<file path="src/rtl/product_disp_pkg.sv">
// Shared types and seven-segment constants for the product display.
// Segment byte layout is {a,b,c,d,e,f,g,dp}, active-high.
package product_disp_pkg;

    typedef enum logic {
        DIG_UNITS = 1'b0,
        DIG_TENS  = 1'b1
    } digit_sel_e;

    localparam logic [7:0] SEG_BLANK = 8'h00;
    localparam logic [7:0] SEG_0     = 8'hFC;
    localparam logic [7:0] SEG_1     = 8'h60;
    localparam logic [7:0] SEG_2     = 8'hDA;
    localparam logic [7:0] SEG_3     = 8'hF2;
    localparam logic [7:0] SEG_4     = 8'h66;
    localparam logic [7:0] SEG_5     = 8'hB6;
    localparam logic [7:0] SEG_6     = 8'hBE;
    localparam logic [7:0] SEG_7     = 8'hE0;
    localparam logic [7:0] SEG_8     = 8'hFE;
    localparam logic [7:0] SEG_9     = 8'hF6;

endpackage

</file>
<file path="src/rtl/product_seg_display_seg7_encoder.sv">
// Combinational BCD digit to seven-segment code; non-decimal inputs go dark.
module seg7_encoder
    import product_disp_pkg::*;
(
    input  logic [3:0] digit,
    output logic [7:0] seg
);

    // Decode one decimal digit to its segment pattern
    always_comb begin
        seg = SEG_BLANK;
        case (digit)
            4'd0:    seg = SEG_0;
            4'd1:    seg = SEG_1;
            4'd2:    seg = SEG_2;
            4'd3:    seg = SEG_3;
            4'd4:    seg = SEG_4;
            4'd5:    seg = SEG_5;
            4'd6:    seg = SEG_6;
            4'd7:    seg = SEG_7;
            4'd8:    seg = SEG_8;
            4'd9:    seg = SEG_9;
            default: seg = SEG_BLANK;
        endcase
    end

endmodule

</file>
<file path="src/rtl/product_seg_display.sv">
// Captures a 4-bit product and shows it as two time-multiplexed decimal digits
// with leading-zero suppression of the tens digit and a global blank control.
module product_seg_display
    import product_disp_pkg::*;
#(
    parameter int CNT_MAX = 50000
) (
    input  logic       clk,
    input  logic       rst_n,
    input  logic [3:0] product_in,
    input  logic       load,
    input  logic       blank,
    output logic [7:0] seg_out,
    output logic [1:0] seg_en
);

    localparam int            CW       = (CNT_MAX > 1) ? $clog2(CNT_MAX) : 1;
    localparam logic [CW-1:0] CNT_LAST = CW'(CNT_MAX - 1);

    logic [3:0]    prod_q, prod_d;
    logic [CW-1:0] scan_cnt_q, scan_cnt_d;
    digit_sel_e    digit_sel_q, digit_sel_d;
    logic [7:0]    seg_out_q, seg_out_d;
    logic [1:0]    seg_en_q, seg_en_d;

    logic          terminal_s;
    logic          tens_s;
    logic [3:0]    units_s;
    logic [3:0]    digit_s;
    logic [7:0]    code_s;

    // State registers
    always_ff @(posedge clk or negedge rst_n) begin
        if (!rst_n) begin
            prod_q      <= 4'd0;
            scan_cnt_q  <= '0;
            digit_sel_q <= DIG_UNITS;
            seg_out_q   <= SEG_BLANK;
            seg_en_q    <= 2'b00;
        end else begin
            prod_q      <= prod_d;
            scan_cnt_q  <= scan_cnt_d;
            digit_sel_q <= digit_sel_d;
            seg_out_q   <= seg_out_d;
            seg_en_q    <= seg_en_d;
        end
    end

    // Capture register and refresh divider
    always_comb begin
        prod_d     = prod_q;
        scan_cnt_d = scan_cnt_q;
        terminal_s = (scan_cnt_q == CNT_LAST);
        if (load) begin
            prod_d = product_in;
        end else begin
            prod_d = prod_q;
        end
        if (terminal_s) begin
            scan_cnt_d = '0;
        end else begin
            scan_cnt_d = scan_cnt_q + CW'(1);
        end
    end

    // Digit-select next state
    always_comb begin
        digit_sel_d = DIG_UNITS;
        case (digit_sel_q)
            DIG_UNITS: digit_sel_d = terminal_s ? DIG_TENS  : DIG_UNITS;
            DIG_TENS:  digit_sel_d = terminal_s ? DIG_UNITS : DIG_TENS;
            default:   digit_sel_d = DIG_UNITS;
        endcase
    end

    // Product is at most 15, so tens is a single compare against ten
    always_comb begin
        tens_s  = (prod_q >= 4'd10);
        units_s = prod_q;
        digit_s = prod_q;
        if (tens_s) begin
            units_s = prod_q - 4'd10;
        end else begin
            units_s = prod_q;
        end
        if (digit_sel_q == DIG_TENS) begin
            digit_s = {3'b000, tens_s};
        end else begin
            digit_s = units_s;
        end
    end

    seg7_encoder u_seg7_encoder (
        .digit (digit_s),
        .seg   (code_s)
    );

    // Output decode; blank overrides everything
    always_comb begin
        seg_out_d = SEG_BLANK;
        seg_en_d  = 2'b00;
        if (blank) begin
            seg_out_d = SEG_BLANK;
            seg_en_d  = 2'b00;
        end else begin
            case (digit_sel_q)
                DIG_UNITS: begin
                    seg_out_d = code_s;
                    seg_en_d  = 2'b01;
                end
                DIG_TENS: begin
                    if (tens_s) begin
                        seg_out_d = code_s;
                        seg_en_d  = 2'b10;
                    end else begin
                        seg_out_d = SEG_BLANK;
                        seg_en_d  = 2'b00;
                    end
                end
                default: begin
                    seg_out_d = SEG_BLANK;
                    seg_en_d  = 2'b00;
                end
            endcase
        end
    end

    assign seg_out = seg_out_q;
    assign seg_en  = seg_en_q;

endmodule

</file>
<file path="config.mk">
export PLATFORM = sky130hd
export DESIGN_NAME = product_seg_display
export DESIGN_NICKNAME = d
export VERILOG_FILES = /design/src/rtl/product_disp_pkg.sv /design/src/rtl/product_seg_display_seg7_encoder.sv /design/src/rtl/product_seg_display.sv
export SDC_FILE = /design/constraint.sdc
export NUM_CORES = 1
export LEC_CHECK = 0
export ABC_AREA = 1
export BUFFER_PORTS_ARGS = -buffer_cell sky130_fd_sc_hd__buf_4
export CAP_MARGIN = 30
export CORE_AREA = 2 2 64 60
export CTS_CLUSTER_SIZE = 24
export DETAILED_ROUTE_END_ITERATION = 8
export DIE_AREA = 0 0 66 62
export MAX_ROUTING_LAYER = met4
export PLACE_DENSITY = 0.78
export SYNTH_ARGS = -nofsm -noshare
export SYNTH_HDL_FRONTEND = slang
export SYNTH_HIERARCHICAL = 1
export SYNTH_SLANG_ARGS = --single-unit
</file>
<file path="constraint.sdc">
create_clock -name clk -period 1.5 [get_ports clk]
set_input_delay 0.075 -clock clk [delete_from_list [all_inputs] [get_ports clk]]
set_output_delay 0.075 -clock clk [all_outputs]
set_load 0.01 [all_outputs]
</file>
==> results.cfg <==
[critical_path]
critical_path.startpoint_type = flop
critical_path.n_buffers_inverters = 3
cp_data_required_time_ps = 1670
cells_along_the_critical_path = inv_2 > ha_4 > a221oi_4 > inv_2 > nand2_2 > nand2_1 > nand2_1 > nand2_1 > inv_1 > nor2_1
crit_path_end_kind = flop
cp_slowest_cell = dfrtp_1
crit_type = flop to flop
crit_path_max_fanout = 5
crit_family = flip-flops
crit_top_cell = nand2_1
critPathMaxStageDelay_ps = 420
cp_data_arrival_time_ps = 1800

[global_routing]
grt_max_degree = 32
overall_routing_resource_usage = 0.203
first_pass_grt_wire_length_um = 5940
initial_antenna_violation_count = 0
overflow = 0
grt_pass1_vias = 1456

[yosys]
predominant_post_synthesis_flop_cell = dfrtp_1
synth_top_cells_by_count = nand2_1 (62), nor2_1 (40), inv_1 (37)
syn_inst = 227
synth.largest_area_cell = dfrtp_1
synth_seq_area_share = 0.452
synth.lib_cells_used.distinct = 22
avgSynthCellArea_um2 = 7.56
synth.top_cell.area_share = 0.452
synth_enable_flop_cells = 0
synthTopCellsByArea = dfrtp_1 (45%), nand2_1 (14%), nor2_1 (8.7%), inv_1 (8.1%), ha_1 (5.8%)
ys_ff_latch = 31
yosysMostFrequentCell = nand2_1
mappedNetlistNets = 243
mappedNetlistArea_mm2 = 0.00172
async_flop_share = 1.00
synth_warnings = 6

[floorplan]
die_extent_in_x_um = 66
design.core.area_mm2 = 0.00352
start_util = 0.488
floorplan.io_pins = 18
chipHeight_um = 62
die_area_mm2 = 0.00409
rows = 21

[drt]
drt_first_iter_violations = 57
met3_length_um = 94
drt.antenna.violating_nets = 0
dr_wl_met2_um = 1640
route.layer.met1.wl_um = 1540
dr_total_vias = 1455
routedWlPerCell_um = 10.7
detail_route.vias_per_cell = 4.65
dr.pass1.iters = 4
highest_layer = met4
postRouteWirelength_um = 3350
post-route-drc-count = 0

[place]
final_wtd_congestion = 0.913
buffer_ports.inserted = 17
final_hpwl_dp_um = 2510
post-place-ws_ps = -119

[run]
cap_viol_max_count = 0

[sta]
achievable-frequency_mhz = 616
setup_ws_ps = -124
grt_setup_unrepaired = yes
post-route-min-period_ps = 1620
finalHoldViolCount = 0
total_of_endpoints_with_negative_setup_slack_in_the_final_report = 7
timing.final.crit_share = 1.08
maxSlewViolCount = 0
skew_ps = 2.94

[clocking]
cts_tree = done
tritoncts.num_buffers = 5
clk-insertion-delay-late_ps = 290
clkSlewWorstSetupHoldPaths_ps = 60
numClockSinks = 31
htree_num_levels = 2
cts_buffer_depth = 2
root_buffer = clkbuf_8

[pwr]
irDropWorstVdd_uv = 698
p_per_area_mw_per_mm2 = 924
static-leakage-power_nw = 1.20

[layout]
area_growth_from_synthesis_to_final_layout_pct = 27.8
final_layout_size_suffix_gt1_frac = 0.266
design.final.nets = 282
final_core_util = 0.623
antenna_cells_inserted = 0

[status]
violations_in_the_final_reports = setup timing
run_status = finished with violations

[worst_hold_path]
worstHoldPathType = primary input to flop
-- path summary, 6_finish.rpt --
check / from / endpoint / slack (ps) / cells after the start
worst min register to register: prod_q[0]$_DFFE_PN0P_ / prod_q[0]$_DFFE_PN0P_ / 520 / 1
worst max-delay path: prod_q[1]$_DFFE_PN0P_ / seg_out[2]$_DFF_PN0_ / -120 / 10
max in group asynchronous: rst_n / digit_sel_q$_DFF_PN0_ / 940 / 2
min in group asynchronous: rst_n / scan_cnt_q[0]$_DFF_PN0_ / 250 / 2
worst max register to register: prod_q[1]$_DFFE_PN0P_ / seg_out[2]$_DFF_PN0_ / -120 / 10
worst min-delay path: product_in[0] / prod_q[0]$_DFFE_PN0P_ / 10 / 2
-- cell usage in the layout (no fill, tap or decap) --
master and instances:
xnor2_1 3, nor2_4 2, clkbuf_1 1, nand3_1 7
nand3_2 2, o21ai_0 3, nand2_2 8, nand2_1 59
nand4_1 2, ha_4 2, inv_2 9, buf_4 30
dfrtp_1 30, nor3_1 2, a21oi_1 3, clkbuf_8 7
mux2_2 2, xor2_1 4, nor2_2 3, ha_2 1
ha_1 5, dfrtp_2 1, nor2_1 40, a221oi_4 1
inv_1 32, o21ai_2 2, o21ai_1 1, conb_1 1
dlygate4sd3_1 3, a21oi_4 1
-- per-stage QoR --
stage                     instances  setup TNS [ps]  hold WS [ps]  area (um^2)  power, W
after floorplan                 227           -38.8          -221         1770   0.00113
after global placement          299            -222          27.8         2030   0.00128
after detailed placement        299            -556          30.2         2030   0.00129
after CTS                       310            -558          8.10         2160   0.00203
after global routing            313           -1450          20.1         2190   0.00214
final                           313            -622          14.2         2190   0.00203
-- where the power goes --
group / total, W / switching, W / internal, W
Sequential: 0.000895 / 0.0000192 / 0.000876
Clock: 0.000735 / 0.000316 / 0.000418
Combinational: 0.000398 / 0.000215 / 0.000183
-- cells by family (layout without fill, tap and decap cells) --
group,after synthesis,in the layout,synth area share
other,1,1,0.00218
buffers and inverters,42,82,0.0940
AOI/OAI and AO/OA,11,11,0.0343
muxes,2,2,0.0131
adders and majority gates,8,8,0.0583
and+or+nand+nor,125,125,0.310
DFF,31,31,0.452
xor gates and xnor gates,7,7,0.0357
-- per-layer routing --
| layer | vias up | GRT usage |
|---|---|---|
| li1 | 755 | - |
| met1 | 676 | 0.215 |
| met2 | 17 | 0.356 |
| met3 | 7 | 0.0486 |
| met4 | 0 | 0.111 |
| met5 | - | - |
-- sequential cells by signal, indices dropped and copies added, names as in the netlist --
register,count
prod_q,4
seg_out,8
digit_sel_q,1
seg_en,2
scan_cnt_q,16
-- repair_timing --
action | CTS | global route
hold endpoints to repair | 34 | 0
setup buffers | 0 | 3
gates resized for setup | 0 | 5
endpoints found under the setup margin | 7 | 13
hold buffers | 3 | 0
pin swaps | 5 | 4
-- worst reg2reg max path, stage by stage (launching register included) --
cell and delay, ps:
dfrtp_1 420, inv_2 90, ha_4 200, a221oi_4 340, inv_2 120, nand2_2 80, nand2_1 50, nand2_1 50
nand2_1 50, inv_1 60, nor2_1 40
-- layout make-up --
cell class | instances | area [um^2]
Clock buffer | 8 | 100
Fill cell | 334 | 1330
Inverter | 41 | 154
Multi-Input combinational cell | 154 | 851
Sequential cell | 31 | 777
Tap cell | 46 | 57.6
Timing Repair Buffer | 33 | 255
(Power assumes the default switching activity.)
